**src/rtl/pp_pkg.sv**
```systemverilog
// pp_pkg: shared definitions for the pipe_proc_core slice.
//   - opcode encodings (OP_LI / OP_ADD / OP_SUB / OP_JMP)
//   - instruction field-slice helpers parametrised on RA (register address width)
//   - sign-extension helper parametrised on the source field width
//   - field-width helpers for the IF/ID and ID/EX pipeline registers
// Helpers work on a MAX_W-bit container so any configuration with
// IW, DW and PAW no wider than MAX_W can share them.
package pp_pkg;

    localparam logic [1:0] OP_LI  = 2'b00;
    localparam logic [1:0] OP_ADD = 2'b01;
    localparam logic [1:0] OP_SUB = 2'b10;
    localparam logic [1:0] OP_JMP = 2'b11;

    localparam int OP_W  = 2;
    localparam int MAX_W = 32;

    // Instruction width for a given register-address width.
    function automatic int instr_w(input int ra);
        return OP_W + 2 * ra;
    endfunction

    // IF/ID register: {instr, pc, valid}.
    function automatic int if_id_w(input int ra, input int paw);
        return instr_w(ra) + paw + 1;
    endfunction

    // ID/EX register: {op, rd, opA, opB, valid}.
    function automatic int id_ex_w(input int ra, input int dw);
        return OP_W + ra + 2 * dw + 1;
    endfunction

    function automatic logic [MAX_W-1:0] low_mask(input int bits);
        return (MAX_W'(1) << bits) - MAX_W'(1);
    endfunction

    function automatic logic [1:0] f_op(input logic [MAX_W-1:0] instr, input int ra);
        return instr[2*ra +: 2];
    endfunction

    function automatic logic [MAX_W-1:0] f_rd(input logic [MAX_W-1:0] instr, input int ra);
        return (instr >> ra) & low_mask(ra);
    endfunction

    // rs and the LI immediate share the same field.
    function automatic logic [MAX_W-1:0] f_rs(input logic [MAX_W-1:0] instr, input int ra);
        return instr & low_mask(ra);
    endfunction

    function automatic logic [MAX_W-1:0] f_off(input logic [MAX_W-1:0] instr, input int ra);
        return instr & low_mask(2 * ra);
    endfunction

    // Sign-extend the low 'bits' bits of v to MAX_W bits.
    function automatic logic [MAX_W-1:0] sext(input logic [MAX_W-1:0] v, input int bits);
        logic [MAX_W-1:0] r;
        r = v;
        for (int i = 0; i < MAX_W; i++) begin
            if (i >= bits) r[i] = v[bits-1];
        end
        return r;
    endfunction

endpackage

```
**src/rtl/pp_regfile.sv**
```systemverilog
// pp_regfile: RN x DW architectural register file.
//   clk_i, reset_i     : clock / asynchronous active-high reset (all regs -> 0)
//   raddr_a_i, rdata_a_o : combinational read port A
//   raddr_b_i, rdata_b_o : combinational read port B
//   we_i, waddr_i, wdata_i : synchronous write port
// Reads return the stored value only; forwarding of the in-flight write
// is handled by the core.
module pp_regfile
    import pp_pkg::*;
#(
    parameter int DW = 8,
    parameter int RN = 8,
    localparam int RA = $clog2(RN)
) (
    input  logic          clk_i,
    input  logic          reset_i,
    input  logic [RA-1:0] raddr_a_i,
    output logic [DW-1:0] rdata_a_o,
    input  logic [RA-1:0] raddr_b_i,
    output logic [DW-1:0] rdata_b_o,
    input  logic          we_i,
    input  logic [RA-1:0] waddr_i,
    input  logic [DW-1:0] wdata_i
);

    logic [DW-1:0] regs_q [RN];

    always_ff @(posedge clk_i or posedge reset_i) begin
        if (reset_i) begin
            for (int i = 0; i < RN; i++) regs_q[i] <= '0;
        end else if (we_i) begin
            regs_q[waddr_i] <= wdata_i;
        end
    end

    assign rdata_a_o = regs_q[raddr_a_i];
    assign rdata_b_o = regs_q[raddr_b_i];

endmodule

```
**src/rtl/pipe_proc_core.sv**
```systemverilog
// pipe_proc_core: three-stage (IF, ID, EX/WB) in-order LI/ADD/SUB/JMP core.
//   clk        : clock, all state on rising edge
//   reset      : asynchronous, active-high
//   imem_addr  : fetch address (= pc)
//   imem_data  : instruction at imem_addr, same cycle
//   imem_valid : imem_data usable this cycle (0 = fetch stall)
//   wb_valid   : EX writes a register at the coming edge
//   wb_addr    : destination register
//   wb_data    : value written
// Build option: define SAT_ARITH_EN to make ADD/SUB saturate as signed
// DW-bit values; otherwise they wrap modulo 2^DW.
module pipe_proc_core
    import pp_pkg::*;
#(
    parameter int DW  = 8,
    parameter int RN  = 8,
    parameter int PAW = 8,
    localparam int RA = $clog2(RN),
    localparam int IW = 2 + 2 * RA
) (
    input  logic           clk,
    input  logic           reset,
    output logic [PAW-1:0] imem_addr,
    input  logic [IW-1:0]  imem_data,
    input  logic           imem_valid,
    output logic           wb_valid,
    output logic [RA-1:0]  wb_addr,
    output logic [DW-1:0]  wb_data
);

`ifdef SAT_ARITH_EN
    // Clamp a DW+1-bit signed result into the signed DW-bit range.
    function automatic logic [DW-1:0] sat_fn(input logic signed [DW:0] v);
        if (v[DW] != v[DW-1]) begin
            return v[DW] ? {1'b1, {(DW-1){1'b0}}} : {1'b0, {(DW-1){1'b1}}};
        end
        return v[DW-1:0];
    endfunction
`endif

    function automatic logic [DW-1:0] alu_fn(input logic [1:0] op,
                                             input logic [DW-1:0] a,
                                             input logic [DW-1:0] b);
        logic signed [DW:0] wide;
        logic [DW-1:0] res;
        wide = '0;
        res  = b;
        if (op == OP_ADD || op == OP_SUB) begin
            if (op == OP_ADD) wide = $signed({a[DW-1], a}) + $signed({b[DW-1], b});
            else              wide = $signed({a[DW-1], a}) - $signed({b[DW-1], b});
`ifdef SAT_ARITH_EN
            res = sat_fn(wide);
`else
            res = wide[DW-1:0];
`endif
        end
        return res;
    endfunction

    // IF state and IF/ID register
    logic [PAW-1:0] pc_q, pc_d;
    logic [IW-1:0]  ifid_instr_q, ifid_instr_d;
    logic [PAW-1:0] ifid_pc_q, ifid_pc_d;
    logic           ifid_vld_q, ifid_vld_d;

    // ID/EX register
    logic [1:0]     idex_op_q, idex_op_d;
    logic [RA-1:0]  idex_rd_q, idex_rd_d;
    logic [DW-1:0]  idex_a_q, idex_a_d;
    logic [DW-1:0]  idex_b_q, idex_b_d;
    logic           idex_vld_q, idex_vld_d;

    // ID decode
    logic [MAX_W-1:0] instr_x;
    logic [1:0]       id_op;
    logic [RA-1:0]    id_rd, id_rs;
    logic [DW-1:0]    rf_a, rf_b, id_a, id_b_reg, id_b;
    logic             id_jmp;
    logic [PAW-1:0]   jmp_tgt;

    pp_regfile #(.DW(DW), .RN(RN)) u_regfile (
        .clk_i     (clk),
        .reset_i   (reset),
        .raddr_a_i (id_rd),
        .rdata_a_o (rf_a),
        .raddr_b_i (id_rs),
        .rdata_b_o (rf_b),
        .we_i      (wb_valid),
        .waddr_i   (wb_addr),
        .wdata_i   (wb_data)
    );

    assign imem_addr = pc_q;

    // ---- ID stage: decode, operand read with writeback forwarding ----
    always_comb begin
        instr_x  = MAX_W'(ifid_instr_q);
        id_op    = f_op(instr_x, RA);
        id_rd    = RA'(f_rd(instr_x, RA));
        id_rs    = RA'(f_rs(instr_x, RA));
        // The register being written this cycle is not yet in the file.
        id_a     = (wb_valid && wb_addr == id_rd) ? wb_data : rf_a;
        id_b_reg = (wb_valid && wb_addr == id_rs) ? wb_data : rf_b;
        id_b     = (id_op == OP_LI) ? DW'(sext(MAX_W'(id_rs), RA)) : id_b_reg;
        id_jmp   = ifid_vld_q && (id_op == OP_JMP);
        // Target is relative to the jump's own address: JMP 0 loops on itself.
        jmp_tgt  = PAW'(MAX_W'(ifid_pc_q) + sext(f_off(instr_x, RA), 2 * RA));
    end

    // ---- IF stage next state ----
    always_comb begin
        pc_d         = pc_q;
        ifid_instr_d = ifid_instr_q;
        ifid_pc_d    = ifid_pc_q;
        ifid_vld_d   = 1'b0;
        if (id_jmp) begin
            // Redirect wins over a stalled fetch; the slot behind the jump is dropped.
            pc_d = jmp_tgt;
        end else if (imem_valid) begin
            ifid_instr_d = imem_data;
            ifid_pc_d    = pc_q;
            ifid_vld_d   = 1'b1;
            pc_d         = pc_q + PAW'(1);
        end
    end

    // ---- ID -> EX boundary ----
    always_comb begin
        idex_vld_d = ifid_vld_q;
        idex_op_d  = id_op;
        idex_rd_d  = id_rd;
        idex_a_d   = id_a;
        idex_b_d   = id_b;
    end

    // ---- EX/WB stage ----
    always_comb begin
        wb_valid = idex_vld_q && (idex_op_q != OP_JMP);
        wb_addr  = idex_rd_q;
        wb_data  = alu_fn(idex_op_q, idex_a_q, idex_b_q);
    end

    always_ff @(posedge clk or posedge reset) begin
        if (reset) begin
            pc_q         <= '0;
            ifid_instr_q <= '0;
            ifid_pc_q    <= '0;
            ifid_vld_q   <= 1'b0;
            idex_op_q    <= OP_LI;
            idex_rd_q    <= '0;
            idex_a_q     <= '0;
            idex_b_q     <= '0;
            idex_vld_q   <= 1'b0;
        end else begin
            pc_q         <= pc_d;
            ifid_instr_q <= ifid_instr_d;
            ifid_pc_q    <= ifid_pc_d;
            ifid_vld_q   <= ifid_vld_d;
            idex_op_q    <= idex_op_d;
            idex_rd_q    <= idex_rd_d;
            idex_a_q     <= idex_a_d;
            idex_b_q     <= idex_b_d;
            idex_vld_q   <= idex_vld_d;
        end
    end

endmodule

```
**config.mk**
```make
export PLATFORM = sky130hd
export DESIGN_NAME = pipe_proc_core
export DESIGN_NICKNAME = d
export VERILOG_FILES = /design/src/rtl/pp_pkg.sv /design/src/rtl/pp_regfile.sv /design/src/rtl/pipe_proc_core.sv
export SDC_FILE = /design/constraint.sdc
export NUM_CORES = 1
export LEC_CHECK = 0
export BUFFER_PORTS_ARGS = -buffer_cell sky130_fd_sc_hd__buf_2
export CORE_UTILIZATION = 45
export DETAILED_ROUTE_END_ITERATION = 8
export SYNTH_ARGS = -nofsm -noshare
export SYNTH_HDL_FRONTEND = slang
export SYNTH_SLANG_ARGS = --single-unit
```
**constraint.sdc**
```tcl
create_clock -name clk -period 3.5 [get_ports clk]
set_input_delay 0 -clock clk [delete_from_list [all_inputs] [get_ports clk]]
set_output_delay 0 -clock clk [all_outputs]
set_load 0.005 [all_outputs]
```
# Word level (Yosys, flattened, before mapping)
# Index checks and enable logic that the tools add are counted.
# totals
ff_bits,111
latch_bits,0
ram_bits,0
rom_bits,0
input_bits,11
output_inout_bits,20
word_cells,62
n_memories,0
# op_classes
addsub,4
multipliers,0
div_mod_pow,0
n_lt_le_gt_ge,4
eq_ne,6
shift,0
mux,18
n_bitwise,4
reduce_logical,9
# op_table
cell,n
two-way mux 8 bit,12
bitwise mux 64 bit,1
binary-select mux 8 bit (select 3 bit),2
demux 8 bit (select 3 bit),1
"greater-or-equal comparator 4 bit, second input constant",3
inverter 3 -> 4 bit,3
"adder 8 x 1 -> 8 bit, second input constant",1
adder 8 x 6 -> 8 bit,1
adder 8 bit,1
subtractor 8 bit,1
== test 3 bit,2
logical AND 1 bit,5
"== test 2 bit, second input constant",2
"less-than comparator 4 x 1 -> 1 bit, second input constant",1
"== test 2 x 1 -> 1 bit, second input constant",1
zero test 2 bit,1
two-way mux 1 bit,2
"!= test 2 bit, second input constant",1
AND reduction 2 bit,1
nonzero test 2 bit,1
logical OR 1 bit,1
inverter 1 bit,1

# Depth between registers and ports, before layout
# Gate-level depths: netlist (run 1).
# depth
depth_word,6
ltp_mapped,13
mapped_depth_nobuf,11

# Hierarchy
# A second synthesis (run 1) with hierarchy kept.
# unflattened
hier_cells,466
area_unflattened_um2,6304.8
# by_module_without_submodules
module,n_inst,cells_per_inst,area_per_inst_um2,seq_area_each_um2
pp_regfile,1,202,3543.4,1601.5
pipe_proc_core,1,264,2761.4,1176.1

# Worst setup path before layout (run 1)
# Ideal clock, no wire load.
# synth_timing
path_type,register to register
start,register idex_op_q[1]
end,register idex_b_q[6]
setup_time_ns,0.141
arrival_time_ns,2.622
required_time_ns,3.359
path_slack_ns,0.737
path_stages_with_launch,13
n_path_buf,2
period_less_slack_ns,2.763
path_cell_list,dfrtp_1 -> inv_1 -> ha_1 -> clkbuf_1 -> mux2_2 -> fa_1 -> a21o_1 -> a21oi_1 -> o21bai_1 -> mux2i_1 -> nor2_1 -> clkbuf_1 -> o221ai_1
# synth_between
elab_chain_cells,5
word_cells_on_any_way,10
cone_classes,eq/ne: 3; mux: 4; reduce/logical: 3
# synth_lines
item,line,text
start: declaration,pipe_proc_core.sv:67,"logic [1:0] idex_op_q, idex_op_d;"
start signal: assignment,pipe_proc_core.sv:159,idex_op_q <= idex_op_d;
== test 2 x 1 -> 1 bit (tied with other cells),"pipe_proc_core.sv:48, pipe_proc_core.sv:49",
two-way mux 8 bit (tied with other cells),pipe_proc_core.sv:49,"if (op == OP_ADD) wide = $signed({a[DW-1], a}) + $signed({b[DW-1], b});"
two-way mux 8 bit / logical AND 1 bit (equally long branches),"pipe_proc_core.sv:48, pipe_proc_core.sv:103",
two-way mux 8 bit *,pipe_proc_core.sv:103,id_b_reg = (wb_valid && wb_addr == id_rs) ? wb_data : rf_b;
two-way mux 8 bit *,pipe_proc_core.sv:104,"id_b = (id_op == OP_LI) ? DW'(sext(MAX_W'(id_rs), RA)) : id_b_reg;"
net id_b[6],pipe_proc_core.sv:77,"logic [DW-1:0] rf_a, rf_b, id_a, id_b_reg, id_b;"
end signal: assignment,pipe_proc_core.sv:162,idex_b_q <= idex_b_d;
end: declaration,pipe_proc_core.sv:70,"logic [DW-1:0] idex_b_q, idex_b_d;"
# The timed path passes the listed nets; every way through them passes the cells marked *.
# A chain may end at the register's enable or synchronous reset.

# Final worst setup path (run 1)
# layout_timing
start,register idex_op_q[1]
end,output wb_data[7]
# layout_between
elab_chain_cells,3
word_cells_on_any_way,5
cone_classes,eq/ne: 2; mux: 2; reduce/logical: 1
# layout_lines
item,line,text
== test 2 x 1 -> 1 bit / == test 2 bit (equally long branches),"pipe_proc_core.sv:48, pipe_proc_core.sv:49",
two-way mux 8 bit / logical OR 1 bit (equally long branches),"pipe_proc_core.sv:49, pipe_proc_core.sv:48",
two-way mux 8 bit *,pipe_proc_core.sv:48,if (op == OP_ADD || op == OP_SUB) begin
end: declaration,pipe_proc_core.sv:28,output logic [DW-1:0] wb_data
# Every way passes the cells marked *; elsewhere a longest branch is shown, timed or not.

==> out/summary.log, run 1 <==
[final_layout] most common library cell in the layout ignoring fill and taps sky130_fd_sc_hd__dfrtp_1
[timing] Least-Margin Pin Slew 0.749 ns
[hold_path] number of cells on the worst hold path 3
[hold_path] end point of the worst hold path imem_addr[0]
[floorplan] Horiz. Die Dim 118 um
[critical_path] critical path, cell by cell inv_1 -> ha_1 -> mux2_2 -> ha_1 -> nand3_1 -> a21boi_0 -> o21a_1 -> mux2_4 -> xnor2_4 -> inv_1 -> buf_2
[timing] achievable clock frequency 308 MHz
[detailed_routing] DRC violations left 0
[pwr] power per cell area 980 mW/mm^2
[final_layout] final instance count without filler cells 775
[critical_path] critical path arrival 3.24 ns
[pwr] Leak 2.98 nW
[timing] endpoints failing hold 0
[logic_synthesis] Primary FF master, synth sky130_fd_sc_hd__dfrtp_1
[hold_path] Worst Min Path Start imem_valid
[grt] number of antenna violations at the first check in global routing 0
[timing] total count of max-transition violations in the final report 0
[timing] setup repair after global routing missed its margin no
[timing] Final period util 92.6%
[timing] number of setup violations in the final report 0
[pwr] IR drop worst, VDD 0.381 mV
[critical_path] origin of the critical flop-to-flop path idex_op_q[1]
[logic_synthesis] number of warnings issued by yosys 0
[cts] clock-pin transition on the worst setup and hold timing paths 0.07 ns
[cts] depth of the CTS H-tree 3
[placement] IO buf count 30
[critical_path] crit path max-delay cell type sky130_fd_sc_hd__mux2_2
[final_layout] most frequent cells in the layout sky130_fd_sc_hd__dfrtp_1 (111), sky130_fd_sc_hd__nand2_1 (63), sky130_fd_sc_hd__o21ai_0 (50)
[final_layout] number of nets in the layout 635
[detailed_routing] first-iteration detailed-routing DRC count 298
[logic_synthesis] post-synthesis async set-or-reset flop share 100%
[critical_path] Critical Path Max Stage Delay 0.40 ns
[floorplan] floorplan row count 41
[floorplan] I/O pin cnt 31
[timing] Final Critical Period 3.24 ns
[placement] total placed cells including tap cells 754
[logic_synthesis] synthesized cell area 0.00603 mm^2
[detailed_routing] detail-routed via count per cell 5.60
[cts] number of buffers created by CTS 9
[final_layout] post-route core utilization 53.0%
[grt] number of global-route vias before repair 4217
[cts] TritonCTS clock tree built
[grt] Total Routing Usage GR 21.9%
[detailed_routing] final wirelength 14.1 mm
[logic_synthesis] Seq/Total Area, Yosys 46.0%
[timing] total negative setup slack 0 ns
[floorplan] starting density of the core 47.0%
[grt] wire length of the first global-routing pass 23.0 mm
[critical_path] depth of the worst register-to-register path 10
[grt] pin count of the biggest net entering global routing 62
[placement] detailed placement HPWL 9.85 mm
[floorplan] overall die area 0.0139 mm^2
[detailed_routing] post-detailed-route wirelength per cell 18.2 um
[detailed_routing] number of detailed-route iterations in the first pass 7
[logic_synthesis] Unique masters post-synth 53
[final_layout] antenna diode count 0
[logic_synthesis] EDFF count, synth 0
[cts] maximum clock insertion buffer count 2
[critical_path] destination of the worst register-to-register timing path u_regfile.regs_q[63]
[cts] clock root buffer sky130_fd_sc_hd__clkbuf_16
[critical_path] crit path max fanout 10
[logic_synthesis] Avg Synthesized Cell Area 10.7 um^2
[logic_synthesis] Synth Net Count 599
[critical_path] data required time at the worst endpoint 3.50 ns
[final_layout] fraction of layout instances using a drive strength above 1 19.9%
[critical_path] flop-to-flop setup slack 0.54 ns
[timing] worst rel slew slack 50.0%
[logic_synthesis] post-synthesis register bit count 111
[grt] GRT overflow 0
[placement] final weighted congestion in routability-driven placement 0.843
[detailed_routing] count of nets left with antenna violations after detail routing 0
[cts] sink count of the clock tree 111
[critical_path] kind of launch point of the worst setup path register
[outcome] run status finished clean
[detailed_routing] number of vias in the routed layout 4337
[logic_synthesis] Syn Inst Count 566
[cts] source-to-sink clock delay at the later pin of the worst-skew pair 0.35 ns
[floorplan] die height 118 um
[critical_path] crit end category output pin
[final_layout] Layout Area Growth over Synthesis 12.7%
[run] max-cap violation count 0
[floorplan] core area 0.0128 mm^2
[timing] post-route clock skew 0.00903 ns
[hold_path] worst min-delay path category input pin to register
[critical_path] Setup Crit Path Kind register to output pin
stage by stage:
step / instance area, um^2 / worst slack, ns / power, W / hold slack, ns
finish: 6800 / 0.257 / 0.00666 / 0.0252
global route: 6800 / 0.00954 / 0.00720 / 0.0254
CTS: 6800 / 0.170 / 0.00668 / 0.00733
detailed placement: 6420 / 0.491 / 0.00560 / 0.195
global placement: 6420 / 0.571 / 0.00552 / 0.178
floorplan: 6030 / 0.569 / 0.00464 / 0.117
worst max path at each step:
stage | startpoint | end | slack (ns) | cells after the start
after CTS | idex_op_q[1] | wb_data[4] | 0.17 | 11
after detailed placement | idex_op_q[1] | idex_b_q[4] | 0.49 | 10
after global routing | idex_op_q[1] | wb_data[7] | 0.01 | 11
final | idex_op_q[1] | wb_data[7] | 0.26 | 11
after floorplan | reset | idex_a_q[0] | 0.57 | 1
after global placement | idex_op_q[1] | idex_b_q[4] | 0.57 | 10
flip-flops by register name (all words and copies together), names as in the netlist:
name,count
u_regfile.regs_q,64
idex_a_q,8
ifid_pc_q,8
idex_b_q,8
wb_addr,3
idex_vld_d,1
idex_op_q,2
ifid_instr_q,8
imem_addr,8
idex_vld_q,1
critical path: cells and delay by family (launching register included):
family | cells | cell delay, ns
compound gates | 2 | 0.55
fa+ha+maj | 2 | 0.58
xor+xnor | 1 | 0.27
flops | 1 | 0.38
buf+inv | 3 | 0.26
mux | 2 | 0.75
simple gates | 1 | 0.09
layer usage:
metal,share of wire [%],up-vias,global-route usage [%]
met2,46,84,33.1
li1,-,2090,-
met1,49,2148,31.9
met5,0,-,0
met4,1.4,0,8.17
met3,3.7,15,3.20
cell type report:
cell class	instances	area, um^2
fillers	1147	6030
multi-input cells	396	3030
flip-flops and latches	111	2780
repair buffers	58	383
clock buffers	10	229
well taps	172	215
inverters	26	100
clock inverters	2	60.1
kinds of logic (layout without fill, tap and decap cells):
kind of cell	Yosys count	count (layout)	share of synthesized area [%]
simple gates	157	157	11.9
compound gates	132	132	12.4
flops	111	111	46.0
mux	59	59	16.9
buf+inv	59	96	3.80
xor+xnor	26	26	4.09
fa+ha+maj	22	22	4.81
synth_stat cells (3+ instances only):
cell type | number | area share (%)
sky130_fd_sc_hd__a211oi_1 | 5 | 0.62
sky130_fd_sc_hd__a21o_1 | 3 | 0.37
sky130_fd_sc_hd__a21oi_1 | 49 | 4.1
sky130_fd_sc_hd__a31oi_1 | 3 | 0.31
sky130_fd_sc_hd__buf_1 | 4 | 0.25
sky130_fd_sc_hd__buf_2 | 6 | 0.50
sky130_fd_sc_hd__clkbuf_1 | 23 | 1.4
sky130_fd_sc_hd__dfrtp_1 | 111 | 46
sky130_fd_sc_hd__ha_1 | 20 | 4.1
sky130_fd_sc_hd__inv_1 | 25 | 1.6
sky130_fd_sc_hd__mux2_2 | 19 | 3.5
sky130_fd_sc_hd__mux2i_1 | 7 | 1.2
sky130_fd_sc_hd__mux4_2 | 32 | 12
sky130_fd_sc_hd__nand2_1 | 63 | 3.9
sky130_fd_sc_hd__nand3_1 | 10 | 0.83
sky130_fd_sc_hd__nand3b_1 | 3 | 0.37
sky130_fd_sc_hd__nand4_1 | 4 | 0.41
sky130_fd_sc_hd__nor2_1 | 46 | 2.9
sky130_fd_sc_hd__nor2b_1 | 7 | 0.73
sky130_fd_sc_hd__nor3_1 | 6 | 0.50
sky130_fd_sc_hd__o21a_1 | 3 | 0.37
sky130_fd_sc_hd__o21ai_0 | 51 | 4.2
sky130_fd_sc_hd__o221ai_1 | 3 | 0.44
sky130_fd_sc_hd__xnor2_1 | 14 | 2.0
sky130_fd_sc_hd__xor2_1 | 11 | 1.6
where the power goes:
part / internal, W / total [W] / switching, W
Clock: 0.000612 / 0.00105 / 0.000439
Combinational: 0.00158 / 0.00329 / 0.00171
Sequential: 0.00185 / 0.00232 / 0.000475
timing repair:
item	4_1_cts	5_1_grt
hold buffers	9	0
setup endpoints to repair	0	1
endpoints found under the hold margin	67	0
setup buffers	0	0
resized for setup	0	2
Note: power is estimated with default switching activity, not from simulation.
==> run 2, diff against run 1 <==
Settings changed: RECOVER_POWER set to 50.
==> out/summary.log, run 2 (synthesis results as in run 1) <==
[outcome] run status complete, but fails checks
[outcome] failing checks capacitance limit, slew limit
[cts] post-CTS setup buffer count 0
[final_layout] Layout Area Growth over Synthesis 12.4%
[critical_path] kind of launch point of the worst setup path register
[detailed_routing] number of vias in the routed layout 4315
[final_layout] Most flops, register u_regfile.regs_q
[floorplan] starting density of the core 47.0%
[final_layout] flip-flop count of the largest register, all copies and words added 64
[cts] sink count of the clock tree 111
[final_layout] fraction of layout instances using a drive strength above 1 18.6%
[timing] endpoints failing hold 0
[final_layout] final instance count without filler cells 775
[final_layout] most frequent cells in the layout sky130_fd_sc_hd__dfrtp_1 (111), sky130_fd_sc_hd__nand2_1 (63), sky130_fd_sc_hd__o21ai_0 (50)
[timing] Final period util 92.6%
[timing] total negative setup slack 0 ns
[final_layout] most common library cell in the layout ignoring fill and taps sky130_fd_sc_hd__dfrtp_1
[detailed_routing] detail-routed via count per cell 5.57
[timing] achievable clock frequency 308 MHz
[timing] Least-Margin Pin Slew 2.26 ns
[cts] maximum clock insertion buffer count 2
[detailed_routing] final wirelength 14.1 mm
[grt] wire length of the first global-routing pass 23.0 mm
[run] max-cap violation count 1
[critical_path] Setup Crit Path Kind register to output pin
[placement] pre-CTS WS 0.491 ns
[grt] number of antenna violations at the first check in global routing 0
[placement] detailed placement HPWL 9.85 mm
[placement] total placed cells including tap cells 754
[placement] final weighted congestion in routability-driven placement 0.843
[cts] depth of the CTS H-tree 3
[grt] number of global-route vias before repair 4217
[final_layout] antenna diode count 0
[hold_path] worst min-delay path category input pin to register
[timing] setup repair after global routing missed its margin no
[floorplan] Horiz. Die Dim 118 um
[floorplan] die height 118 um
[cts] number of buffers created by CTS 9
[cts] clock-pin transition on the worst setup and hold timing paths 0.07 ns
[cts] source-to-sink clock delay at the later pin of the worst-skew pair 0.35 ns
[pwr] power per cell area 982 mW/mm^2
[detailed_routing] first-iteration detailed-routing DRC count 294
[detailed_routing] count of nets left with antenna violations after detail routing 0
[detailed_routing] number of detailed-route iterations in the first pass 5
[timing] post-route clock skew 0.00888 ns
[timing] Final Critical Period 3.24 ns
[grt] GRT overflow 0
[critical_path] crit end category output pin
[timing] worst rel slew slack -50.7%
[cts] clock root buffer sky130_fd_sc_hd__clkbuf_16
[detailed_routing] post-detailed-route wirelength per cell 18.2 um
[timing] number of setup violations in the final report 0
[final_layout] number of nets in the layout 635
[grt] Total Routing Usage GR 21.9%
[floorplan] core area 0.0128 mm^2
[final_layout] post-route core utilization 52.8%
[pwr] Leak 2.96 nW
[floorplan] I/O pin cnt 31
[critical_path] data required time at the worst endpoint 3.50 ns
[detailed_routing] DRC violations left 0
[floorplan] floorplan row count 41
[timing] slack of the critical path 0.257 ns
[grt] pin count of the biggest net entering global routing 62
[timing] total count of max-transition violations in the final report 62
[critical_path] critical path arrival 3.24 ns
[floorplan] overall die area 0.0139 mm^2
[cts] TritonCTS clock tree built
[critical_path] crit path max fanout 10
[final_layout] number of filler cells placed in the layout 1151
[pwr] IR drop worst, VDD 0.384 mV
[placement] IO buf count 30
[run 2: what timing repair did]
item,4_1_cts,5_1_grt
endpoints found under the hold margin,67,0
setup endpoints to repair,0,1
gates resized for setup,0,2
hold buffers,9,0
[run 2: layout make-up]
| cell class | instances | area, um^2 | area share, % |
|---|---|---|---|
| repair buffers | 58 | 364 | 5.37 |
| clock buffers | 10 | 229 | 3.38 |
| multi-input cells | 396 | 3030 | 44.8 |
| flip-flops and latches | 111 | 2780 | 41.0 |
| inverters | 26 | 97.6 | 1.44 |
| well taps | 172 | 215 | 3.18 |
| clock inverters | 2 | 60.1 | 0.886 |
[run 2: metrics by stage]
stage | instance area (um^2) | hold slack (ns) | total power (W)
after floorplan | 6030 | 0.117 | 0.00464
after global placement | 6420 | 0.178 | 0.00552
after detailed placement | 6420 | 0.195 | 0.00560
after CTS | 6800 | 0.00733 | 0.00668
after global routing | 6780 | 0.0254 | 0.00719
final | 6780 | 0.0227 | 0.00665
[run 2: final timing paths]
path | slack (ns) | depth (start not counted) | endpoint | start
min in group asynchronous | 0.97 | 3 | ifid_instr_q[0] | reset
max reg2reg | 0.54 | 10 | u_regfile.regs_q[63] | idex_op_q[1]
max | 0.26 | 11 | wb_data[7] | idex_op_q[1]
min reg2reg | 0.41 | 0 | idex_vld_q | idex_vld_d
min | 0.02 | 3 | imem_addr[0] | imem_valid
max in group asynchronous | 0.82 | 4 | u_regfile.regs_q[33] | reset
[run 2: report_power, final]
part           internal, W  switching, W  leakage, nW  total, W
sequential         0.00185      0.000476         1.34   0.00232
combinational      0.00157       0.00171         1.47   0.00328
clock             0.000612      0.000436        0.140   0.00105
[run 2: metal layers]
| metal | vias to the layer above | GRT usage [%] | part of all wire (%) |
|---|---|---|---|
| met5 | - | 0 | 0 |
| met1 | 2134 | 31.9 | 48 |
| met4 | 0 | 8.17 | 1.4 |
| met3 | 13 | 3.20 | 3.8 |
| li1 | 2086 | - | - |
| met2 | 82 | 33.1 | 46 |
[run 2: worst max-delay path: stages (launching register included)]
cell	delay, ns
sky130_fd_sc_hd__dfrtp_1	0.38
sky130_fd_sc_hd__inv_1	0.06
sky130_fd_sc_hd__ha_1	0.30
sky130_fd_sc_hd__mux2_2	0.40
sky130_fd_sc_hd__ha_1	0.28
sky130_fd_sc_hd__nand3_1	0.09
sky130_fd_sc_hd__a21boi_0	0.31
sky130_fd_sc_hd__o21a_1	0.24
sky130_fd_sc_hd__mux2_4	0.35
sky130_fd_sc_hd__xnor2_4	0.28
sky130_fd_sc_hd__inv_1	0.07
sky130_fd_sc_hd__buf_2	0.13
==> run 3, diff against run 2 <==
Settings changed: ABC_AREA set to 1.
==> out/summary.log, run 3 <==
[placement] IO buf count 30
[logic_synthesis] EDFF count, synth 0
[timing] post-route clock skew 0.00817 ns
[timing] setup repair after global routing missed its margin no
[floorplan] overall die area 0.0147 mm^2
[detailed_routing] number of vias in the routed layout 5890
[final_layout] most frequent cells in the layout sky130_fd_sc_hd__nand2_1 (172), sky130_fd_sc_hd__o21ai_0 (128), sky130_fd_sc_hd__dfrtp_1 (111)
[detailed_routing] first-iteration detailed-routing DRC count 590
[final_layout] number of nets in the layout 885
[timing] Final Critical Period 2.90 ns
[pwr] Tot Pwr 0.00592 W
[pwr] Leak 3.28 nW
[logic_synthesis] post-synthesis async set-or-reset flop share 100%
[cts] clock-pin transition on the worst setup and hold timing paths 0.07 ns
[pwr] internal power consumption 0.00333 W
[logic_synthesis] Seq/Total Area, Yosys 43.6%
[grt] pin count of the biggest net entering global routing 62
[floorplan] starting density of the core 46.1%
[critical_path] crit path max fanout 8
[grt] number of antenna violations at the first check in global routing 0
[logic_synthesis] Syn Inst Count 823
[floorplan] Horiz. Die Dim 121 um
[logic_synthesis] Primary FF master, synth sky130_fd_sc_hd__dfrtp_1
[hold_path] worst min-delay path category input pin to register
[pwr] share of power burned in combinational logic 46.1%
[logic_synthesis] number of warnings issued by yosys 0
[pwr] part of the power in the clock network 17.7%
[cts] post-cts sizing count 0
[critical_path] destination of the worst register-to-register timing path u_regfile.regs_q[26]
[cts] clock root buffer sky130_fd_sc_hd__clkbuf_16
[timing] number of setup violations in the final report 0
[final_layout] flip-flop count of the largest register, all copies and words added 64
[logic_synthesis] most used standard cell by instance count after synthesis sky130_fd_sc_hd__nand2_1
[timing] Least-Margin Pin Slew 2.41 ns
[placement] detailed placement HPWL 12.6 mm
[timing] endpoints failing hold 0
[critical_path] Setup Crit Path Kind register to output pin
[logic_synthesis] synth cell count leaders sky130_fd_sc_hd__nand2_1 (172), sky130_fd_sc_hd__o21ai_0 (128), sky130_fd_sc_hd__dfrtp_1 (111), sky130_fd_sc_hd__inv_1 (79), sky130_fd_sc_hd__a21oi_1 (71)
[detailed_routing] DRC violations left 0
[cts] depth of the CTS H-tree 3
[floorplan] die height 121 um
[logic_synthesis] top area cells in the synthesized netlist sky130_fd_sc_hd__dfrtp_1 (44%), sky130_fd_sc_hd__nand2_1 (10%), sky130_fd_sc_hd__o21ai_0 (10%)
[floorplan] floorplan row count 43
[logic_synthesis] synthesized cell area 0.00638 mm^2
[cts] post-CTS setup buffer count 0
[timing] achievable clock frequency 344 MHz
[grt] wire length of the first global-routing pass 29.5 mm
[outcome] run status complete, but fails checks
[grt] GRT overflow 0
[logic_synthesis] post-synthesis register bit count 111
[pwr] switching part of the total power 43.6%
[logic_synthesis] share of Yosys cell area claimed by the top area cell type 43.6%
[critical_path] capturing instance or port of the critical path wb_data[7]
[run] max-cap violation count 1
[critical_path] data required time at the worst endpoint 3.50 ns
[logic_synthesis] Unique masters post-synth 37
[critical_path] Setup crit start idex_op_q[0]
[placement] final weighted congestion in routability-driven placement 0.867
[detailed_routing] detail-routed via count per cell 5.69
[outcome] failing checks capacitance limit, slew limit
[pwr] power per cell area 839 mW/mm^2
[cts] maximum clock insertion buffer count 2
[detailed_routing] number of detailed-route iterations in the first pass 5
[critical_path] critical path arrival 2.90 ns
[final_layout] number of filler cells placed in the layout 1371
[final_layout] most common library cell in the layout ignoring fill and taps sky130_fd_sc_hd__nand2_1
[logic_synthesis] post-synthesis cell type with the largest combined area sky130_fd_sc_hd__dfrtp_1
[timing] total negative setup slack 0 ns
[cts] number of buffers created by CTS 9
[floorplan] core area 0.0138 mm^2
[critical_path] depth of the worst register-to-register path 8
[pwr] Seq pwr share 36.2%
[timing] worst rel slew slack -60.4%
[final_layout] antenna diode count 0
[detailed_routing] post-detailed-route wirelength per cell 17.8 um
[pwr] IR drop worst, VDD 0.368 mV
[critical_path] crit end category output pin
[critical_path] flop-to-flop setup slack 0.78 ns
[grt] Total Routing Usage GR 26.5%
[critical_path] kind of launch point of the worst setup path register
[timing] Final period util 83.0%
[final_layout] Most flops, register u_regfile.regs_q
[grt] number of global-route vias before repair 5592
[cts] sink count of the clock tree 111
[critical_path] origin of the critical flop-to-flop path idex_op_q[0]
[final_layout] Layout Area Growth over Synthesis 10.6%
[detailed_routing] final wirelength 18.5 mm
[detailed_routing] count of nets left with antenna violations after detail routing 0
[cts] TritonCTS clock tree built
[final_layout] fraction of layout instances using a drive strength above 1 9.23%
[logic_synthesis] Avg Synthesized Cell Area 7.75 um^2
[pwr] net switching power 0.00258 W
[floorplan] I/O pin cnt 31
[cts] CTS Hold Buffers Added 9
[timing] total count of max-transition violations in the final report 61
[cts] source-to-sink clock delay at the later pin of the worst-skew pair 0.36 ns
[logic_synthesis] Synth Net Count 856
==> run 3: cell families after synthesis <==
family / count (synthesis) / share of synthesized area (%)
DFF: 111 / 43.6
buffers and inverters: 126 / 8.24
adders and majority gates: 22 / 4.55
xor gates and xnor gates: 13 / 1.79
and+or+nand+nor: 288 / 19.7
AOI/OAI and AO/OA: 263 / 22.2
==> run 3: critical path, cell delays in order, from the launching register on <==
cell                      delay [ns]
sky130_fd_sc_hd__dfrtp_1        0.39
sky130_fd_sc_hd__ha_1           0.21
sky130_fd_sc_hd__inv_1          0.17
sky130_fd_sc_hd__o21ai_0        0.12
sky130_fd_sc_hd__o22ai_1        0.20
sky130_fd_sc_hd__ha_1           0.31
sky130_fd_sc_hd__a21oi_1        0.25
sky130_fd_sc_hd__nand2_1        0.16
sky130_fd_sc_hd__nand2_1        0.09
sky130_fd_sc_hd__nand3_1        0.06
sky130_fd_sc_hd__nand2_1        0.08
sky130_fd_sc_hd__nand3_2        0.15
sky130_fd_sc_hd__nand2_2        0.17
sky130_fd_sc_hd__buf_2          0.16
==> run 3: power groups by stage <==
stage / sequential [W] / combinational, W / clock (W)
final: 0.00214 / 0.00273 / 0.00105
after global routing: 0.00221 / 0.00308 / 0.00111
after CTS: 0.00213 / 0.00273 / 0.00107
after detailed placement: 0.00215 / 0.00270 / 0
after global placement: 0.00214 / 0.00264 / 0
after floorplan: 0.00206 / 0.00197 / 0
==> run 3: cell type report <==
| class | instances | area (um^2) | area share (%) |
|---|---|---|---|
| clock buffers | 14 | 294 | 4.17 |
| multi-input cells | 586 | 3070 | 43.6 |
| inverters | 95 | 357 | 5.06 |
| clock inverters | 1 | 8.76 | 0.124 |
| flip-flops and latches | 111 | 2780 | 39.4 |
| repair buffers | 49 | 314 | 4.45 |
| well taps | 180 | 225 | 3.19 |
==> run 3: worst min path at each step <==
| stage | start | slack (ns) | to | depth (start not counted) |
|---|---|---|---|---|
| after floorplan | imem_data[6] | 0.11 | ifid_instr_q[6] | 2 |
| after global placement | reset | 0.20 | u_regfile.regs_q[56] | 2 |
| after detailed placement | imem_data[7] | 0.21 | ifid_instr_q[7] | 3 |
| after CTS | imem_valid | 0.02 | imem_addr[0] | 4 |
| after global routing | imem_valid | 0.05 | imem_addr[0] | 4 |
| final | imem_valid | 0.03 | imem_addr[0] | 4 |
==> run 3: layer usage <==
layer	up-vias	routed length [um]	share of wire, %	global-route usage (%)
met5	-	0	0	0
met4	0	487	2.6	8.80
met3	41	1290	7.0	5.17
met2	204	8320	45	41.3
met1	2826	8370	45	36.9
li1	2819	-	-	-
==> run 3: stage by stage <==
stage                     std cells  setup slack, ns  utilization, %  hold WS (ns)  area, um^2
after floorplan                 823            0.569               -         0.110        6380
after global placement         1012            0.844            48.3         0.196        6670
after detailed placement       1012            0.790            48.3         0.210        6670
after CTS                      1036            0.628            51.1        0.0168        7070
after global routing           1036            0.266            51.0        0.0508        7050
final                          1036            0.597            51.0        0.0254        7050
